File: config.mk
export PLATFORM = sky130hd
export DESIGN_NAME = enoc_input_unit
export DESIGN_NICKNAME = d
export VERILOG_FILES = /design/src/rtl/enoc_input_unit.sv
export SDC_FILE = /design/constraint.sdc
export NUM_CORES = 1
export LEC_CHECK = 0
export BUFFER_PORTS_ARGS = -buffer_cell sky130_fd_sc_hd__buf_2
export CELL_PAD_IN_SITES_DETAIL_PLACEMENT = 0
export CELL_PAD_IN_SITES_GLOBAL_PLACEMENT = 1
export CORE_UTILIZATION = 49
export DETAILED_ROUTE_END_ITERATION = 8
export GPL_TIMING_DRIVEN = 0
export HOLD_SLACK_MARGIN = 0.03
export PLACE_DENSITY_LB_ADDON = 0.1
export SETUP_SLACK_MARGIN = 0.02
export SYNTH_ARGS = -nofsm -noshare
export SYNTH_HDL_FRONTEND = slang
export SYNTH_SLANG_ARGS = --single-unit
File: constraint.sdc
create_clock -name clk -period 3.4 [get_ports clk]
set_input_delay 0.17 -clock clk [delete_from_list [all_inputs] [get_ports clk]]
set_output_delay 0.17 -clock clk [all_outputs]
set_load 0.03 [all_outputs]
File: src/rtl/enoc_input_unit.sv
// ENoC router input unit: circular flit FIFO that issues a one-hot output-port
// request for its head flit and pops it on grant. Option: ENOC_EN_SLACK_EN.
module enoc_input_unit #(
  parameter int unsigned M          = 5,
  parameter int unsigned DEPTH      = 4,
  parameter int unsigned DATA_WIDTH = 32,
  localparam int unsigned DEST_W    = (M > 1) ? $clog2(M) : 1
) (
  input  logic                  clk,
  input  logic                  reset,
  input  logic                  ce,
  input  logic [DATA_WIDTH-1:0] i_data,
  input  logic [DEST_W-1:0]     i_dest,
  input  logic                  i_data_val,
  output logic                  o_en,
  output logic [M-1:0]          o_output_req,
  input  logic                  i_input_grant,
  output logic [DATA_WIDTH-1:0] o_data,
  output logic                  o_data_val,
  output logic                  o_overflow,
  output logic                  o_bad_dest
);

  localparam int unsigned PTR_W = $clog2(DEPTH);
  localparam int unsigned CNT_W = PTR_W + 1;

  logic [DATA_WIDTH-1:0] mem_data [DEPTH];
  logic [DEST_W-1:0]     mem_dest [DEPTH];

  logic [PTR_W-1:0] wr_ptr;
  logic [PTR_W-1:0] rd_ptr;
  logic [CNT_W-1:0] count;

  logic              empty;
  logic              full;
  logic              dest_ok;
  logic              push;
  logic              pop;
  logic [DEST_W-1:0] head_dest;

  // Push/pop qualification; fullness is judged on the start-of-cycle count.
  always_comb begin
    empty     = 1'b0;
    full      = 1'b0;
    dest_ok   = 1'b0;
    push      = 1'b0;
    pop       = 1'b0;
    head_dest = mem_dest[rd_ptr];
    empty     = (count == '0);
    full      = (count == CNT_W'(DEPTH));
    dest_ok   = ({1'b0, i_dest} < (DEST_W + 1)'(M));
    push      = ce && i_data_val && !full && dest_ok;
    pop       = ce && i_input_grant && !empty;
  end

  // Pointer, occupancy and status flag state.
  always_ff @(posedge clk or posedge reset) begin
    if (reset) begin
      wr_ptr     <= '0;
      rd_ptr     <= '0;
      count      <= '0;
      o_overflow <= 1'b0;
      o_bad_dest <= 1'b0;
    end else if (ce) begin
      if (push) wr_ptr <= wr_ptr + PTR_W'(1);
      if (pop)  rd_ptr <= rd_ptr + PTR_W'(1);
      case ({push, pop})
        2'b10:   count <= count + CNT_W'(1);
        2'b01:   count <= count - CNT_W'(1);
        default: count <= count;
      endcase
      if (i_data_val && full) o_overflow <= 1'b1;
      o_bad_dest <= i_data_val && !dest_ok;
    end
  end

  // Flit storage carries no reset; occupancy alone defines validity.
  always_ff @(posedge clk) begin
    if (push) begin
      mem_data[wr_ptr] <= i_data;
      mem_dest[wr_ptr] <= i_dest;
    end
  end

`ifdef ENOC_EN_SLACK_EN
  assign o_en = (count < CNT_W'(DEPTH - 1));
`else
  assign o_en = (count < CNT_W'(DEPTH));
`endif

  // Head request decodes from registered state only, independent of grant.
  always_comb begin
    o_output_req = '0;
    for (int unsigned j = 0; j < M; j++) begin
      o_output_req[j] = !empty && (head_dest == DEST_W'(j));
    end
  end

  assign o_data     = mem_data[rd_ptr];
  assign o_data_val = pop;

endmodule

; Word-level counts from Yosys, hierarchy flattened
; Memory sizes are Yosys's and may differ from the RTL's.
; Index checks and enable logic that the tools add are counted.
[totals]
reg_bits = 9
latchBits = 0
ram_bits = 140
mem_bits_ro = 0
in_bits = 40
out_inout_bits = 41
wordCells = 45
memories = 2
[mem_list]
columns = memory, words, width, read_ports, rd_clocked_by_memory_dff, wr, line_no
row1 = mem_data, 4, 32, 1, 0, 1, 27  ; logic [DATA_WIDTH-1:0] mem_data [DEPTH];
row2 = mem_dest, 4, 3, 1, 0, 1, 28  ; logic [DEST_W-1:0] mem_dest [DEPTH];
[op_classes]
addsub = 4
mul = 0
n_div = 0
n_lt_le_gt_ge = 2
eq_ne = 7
shifts = 0
n_mux = 3
bitwise = 0
reduce_logical = 22
[ops]
columns = operator, count
row1 = logical AND 1 bit, 12
row2 = AND reduction 2 bit, 4
row3 = "== test 3 x 2 -> 1 bit, second input constant", 2
row4 = "== test 3 bit, second input constant", 2
row5 = logical NOT 3 bit, 2
row6 = "less-than comparator 3 bit, second input constant", 2
row7 = one-hot mux 3 bit (2 select lines), 1
row8 = "adder 2 x 1 -> 2 bit, second input constant", 2
row9 = "adder 3 x 1 -> 3 bit, second input constant", 1
row10 = "== test 3 x 1 -> 1 bit, second input constant", 1
row11 = logical NOT 1 bit, 3
row12 = "subtractor 3 x 1 -> 3 bit, second input constant", 1
row13 = "== test 2 x 1 -> 1 bit, second input constant", 1
row14 = "== test 2 bit, second input constant", 1
row15 = 2-to-1 mux 1 bit, 2
row16 = nonzero test 2 bit, 1

; Depth between registers and ports, before layout
[depth]
word_depth = 7
depth_mapped = 9
ltp_nobuf = 9

; Worst setup path before layout
; Ideal clock, no wire load.
[synth_timing]
path_kind = register -> register
startpoint = reg count[2]
endpoint = mem mem_data[0][0] (enable)
arrival_ns = 1.968
setup_slack_ns = 1.037
stages_incl_launch_ff = 4
n_path_buf = 0
path_cell_list = dfrtp_1 -> nor3b_1 -> nor3b_1 -> and2_1
[synth_between]
elab_chain_len = 6
[synth_lines]
columns = item, line_no
row1 = from (decl), 32  ; logic [CNT_W-1:0] count;
row2 = from (signal assigned), 68  ; 2'b10: count <= count + CNT_W'(1);
row3 = from (signal assigned), 69  ; 2'b01: count <= count - CNT_W'(1);
row4 = from (signal assigned), 70  ; default: count <= count;
row5 = == test 3 bit, 50  ; full = (count == CNT_W'(DEPTH));
row6 = logical NOT 1 bit, 52  ; push = ce && i_data_val && !full && dest_ok;
row7 = logical AND 1 bit (2 in series), 52
row8 = 2-to-1 mux 1 bit, 79  ; if (push) begin
row9 = 2-to-1 mux 1 bit (not written as such), 80  ; mem_data[wr_ptr] <= i_data;
row10 = to (decl), 27
; Every way passes these cells.

; Worst setup path in the final report
[layout_timing]
startpoint = in i_dest[1]
endpoint = mem mem_data[1][5] (enable)
[layout_between]
elab_chain_len = 4
[layout_lines]
columns = item, line_no
row1 = from (decl), 13  ; input logic [DEST_W-1:0] i_dest,
row2 = less-than comparator 3 bit, 51  ; dest_ok = ({1'b0, i_dest} < (DEST_W + 1)'(M));
row3 = logical AND 1 bit, 52
row4 = 2-to-1 mux 1 bit, 79
row5 = 2-to-1 mux 1 bit (not written as such), 80
; Every way passes these cells.

==> qor.csv <==
stage,metric,value,unit
outcome,status,"complete, no violations",
sta,Setup TNS,0,ns
cts,Max clock buf depth,2,
grt,vias in the first global route,2922,
power_and_ir_drop,power density cells,806.9,nW/um2
cts,post-CTS sizing,0,
floorplan,I/O pin cnt,81,
grt,first-pass GRT wire length,14880,um
critical_path,CP cell instances,dlygate4sd3_1 > buf_2 > o21ai_0 > nor3b_1 > and2_2 > buf_12,
yosys,Adder-Cell Fraction of Synth Area,0.01478,
yosys,number of synthesized register bits,149,
sta,RSZ-0062 raised after global routing,false,
cts,number of clock buffers inserted by TritonCTS,17,
yosys,largest family of logic cells by synthesized area,multiplexers,
final_layout,number of fill cells,749,
sta,Slew @ Worst Pin,0.7189,ns
yosys,Compound-Gate Fraction of Synth Area,0.006271,
grt,initial antenna violation count,0,
flow_run,Max Cap Viol,0,
final_layout,final std cells w/o fill,530,
critical_path,"slowest stage delay, CP",0.64,ns
final_layout,"most common cell after layout, fill and taps aside",edfxtp_1,
critical_path,Stages on worst setup path,6,
critical_path,worst path bufs/invs,3,
yosys,ranking of synthesized cells by area,"edfxtp_1 (75%), mux4_2 (14%), dfrtp_1 (4.0%)",
routing,DR vias/cell,5.208,
power_and_ir_drop,total power,5.786,mW
critical_path,WP data arrival,2.53,ns
grt,largest net degree at the start of global routing,31,
yosys,Post-Synth Simple-Gate Area,0.01993,
yosys,Mapped Avg Cell Area,23.47,um2
yosys,"Top FF cell, synth",edfxtp_1,
power_and_ir_drop,Pleak,2.543,nW
critical_path,Setup crit end kind,register,
min_path,number of cells on the worst hold path,3,
place,pre-CTS WS,1.100,ns
cts,Clock Latency Late Sink,0.41,ns
place,placed cells,462,
sta,clk_skew,0.003759,ns
yosys,fraction of registers with async set/reset,0.06040,
final_layout,Antenna Cells,0,
grt,GRT Total Usage,0.1798,
yosys,post-synthesis mux area share,0.1431,
yosys,leading area contributor after synthesis,edfxtp_1,
yosys,register area share after synthesis,0.7928,
routing,Initial DRC Count,146,
yosys,"EDFF count, synth",140,
critical_path,CP top delay family,simple AND/OR/NAND/NOR gates,
routing,drc violations,0,
final_layout,most frequent cells in the layout,"edfxtp_1 (140), buf_2 (84), dlygate4sd3_1 (38)",
floorplan,Die Y,108.8,um
sta,max-slew headroom at the worst pin,0.5197,
min_path,Worst Hold Class,input port to register,
cts,"Reg clk slew, reported paths",0.05,ns
yosys,Syn Nets,284,
sta,Max Freq,0.4133,GHz
yosys,Yosys warnings,0,
final_layout,Layout area overhead,28.35,%
cts,CTS Root Cell,clkbuf_16,
sta,setup violation total in the final timing report,0,
sta,post-route minimum period,2.420,ns
critical_path,worst path required time,3.51,ns
place,Final Wtd Congestion,0.6818,
floorplan,std cell rows,38,
floorplan,Initial Util,0.5087,
routing,First-pass DRT Iterations,4,
yosys,cell count after synthesis,238,
critical_path,Crit Path Class,input port to register,
cts,CTS HTree Levels,4,
floorplan,core area,10980,um2
floorplan,Die ar.,11830,um2
sta,final worst-path cycle share,0.7116,
place,IO buf count,80,
routing,drt total wl,9519,um
routing,via count,2760,
floorplan,DIE WIDTH,108.8,um
routing,wire length per cell,17.96,um
final_layout,"Net count, final",425,
sta,Fin. Hold Viols,0,
critical_path,Worst setup SP type,input port,
cts,TritonCTS clock tree,done,
yosys,area of the mapped netlist,5587,um2
grt,"Remaining Overflow, GRT",0,
critical_path,Worst Reg2Reg Path Length in Cells,4,
critical_path,cell at the slowest stage of the critical path,nor3b_1,
cts,# clock sinks,149,
sta,Final Worst Setup Slack,0.9805,ns
place,Post-DP HPWL,5757,um
yosys,Netlist cell types,25,
yosys,Yosys top cell area share,0.7525,
yosys,xor and xnor fraction of the mapped netlist area,0.009406,
final_layout,share of cells above drive strength 1,0.4026,
sta,Final Max Tran Viols,0,
critical_path,CP Max Fanout,24,
power_and_ir_drop,Max VDD drop,0.3730,mV
routing,Final ANT Viol Nets,0,
[flip-flops by register name (all words and copies together) (netlist names)]
name	count
mem_data	128
mem_dest	12
count	3
rd_ptr	2
wr_ptr	2
o_bad_dest	1
o_overflow	1
[cells by family after synthesis]
| family | after synthesis |
|---|---|
| AND/OR/NAND/NOR | 19 |
| flip-flops | 149 |
| multiplexers | 36 |
| adder cells (fa/ha/maj) | 6 |
| buffers and inverters | 17 |
| XOR/XNOR | 6 |
| AO/OA/AOI/OAI | 5 |
[path summary, 6_finish.rpt]
| kind | from | end | slack (ns) |
|---|---|---|---|
| max reg2reg | count[2] | mem_data[1][5] | 1.15 |
| max | i_dest[1] | mem_data[1][5] | 0.98 |
| min reg2reg | o_overflow | o_overflow | 0.48 |
| min in group asynchronous | reset | o_overflow | 0.26 |
| min | i_input_grant | rd_ptr[0] | 0.21 |
| max in group asynchronous | reset | rd_ptr[0] | 2.88 |
[per-stage QoR]
stage | area (um2) | util | hold slack, ns
6_report | 7171 | 0.6529 | 0.2072
5_1_grt | 7171 | 0.6529 | 0.2153
3_5_place_dp | 6247 | 0.5688 | 0.1509
2_1_floorplan | 5587 | - | -0.002082
3_3_place_gp | 6162 | 0.5611 | 0.1548
4_1_cts | 7171 | 0.6529 | 0.2097
[layer usage]
layer  wire (um)  GRT usage
met5           0          0
met4         100    0.07046
met3         481    0.06396
met2        4849     0.2939
met1        4088     0.2198
[Yosys cell counts, types with 2 or more instances]
library cell and n:
edfxtp_1 140, mux4_2 35, dfrtp_1 9, inv_1 9, ha_1 5, and2_1 4, buf_2 4, nand2_1 4
nor3b_1 4, xnor2_1 4, clkbuf_1 2, nor2_1 2, nor3_1 2, o21ai_0 2, xor2_1 2
[where the power goes]
part | internal [mW] | switching, mW
clock | 1.05 | 0.659
sequential | 2.18 | 0.0590
combinational | 0.729 | 1.11
total | 3.96 | 1.83
[worst min-delay path: cells and delay by family]
family                    cells  cell delay [ns]
buffers and inverters         1             0.10
AOI/OAI and AO/OA             1             0.16
xor gates and xnor gates      1             0.14
[area by class of cell]
class | instances | area [um2] | area share
repair buffers | 122 | 860.8 | 0.1200
multi-input cells | 72 | 1086 | 0.1515
clock buffers | 17 | 425.4 | 0.05933
well taps | 140 | 175.2 | 0.02443
plain buffers | 8 | 42.54 | 0.005933
flip-flops and latches | 149 | 4429 | 0.6177
clock inverters | 13 | 117.6 | 0.01640
inverters | 9 | 33.78 | 0.004711
[timing repair]
item	4_1_cts	5_1_grt
setup buffers	0	0
hold buffers	38	0
endpoints found under the hold margin	151	0
No activity file was read; power rests on OpenSTA's default activity.
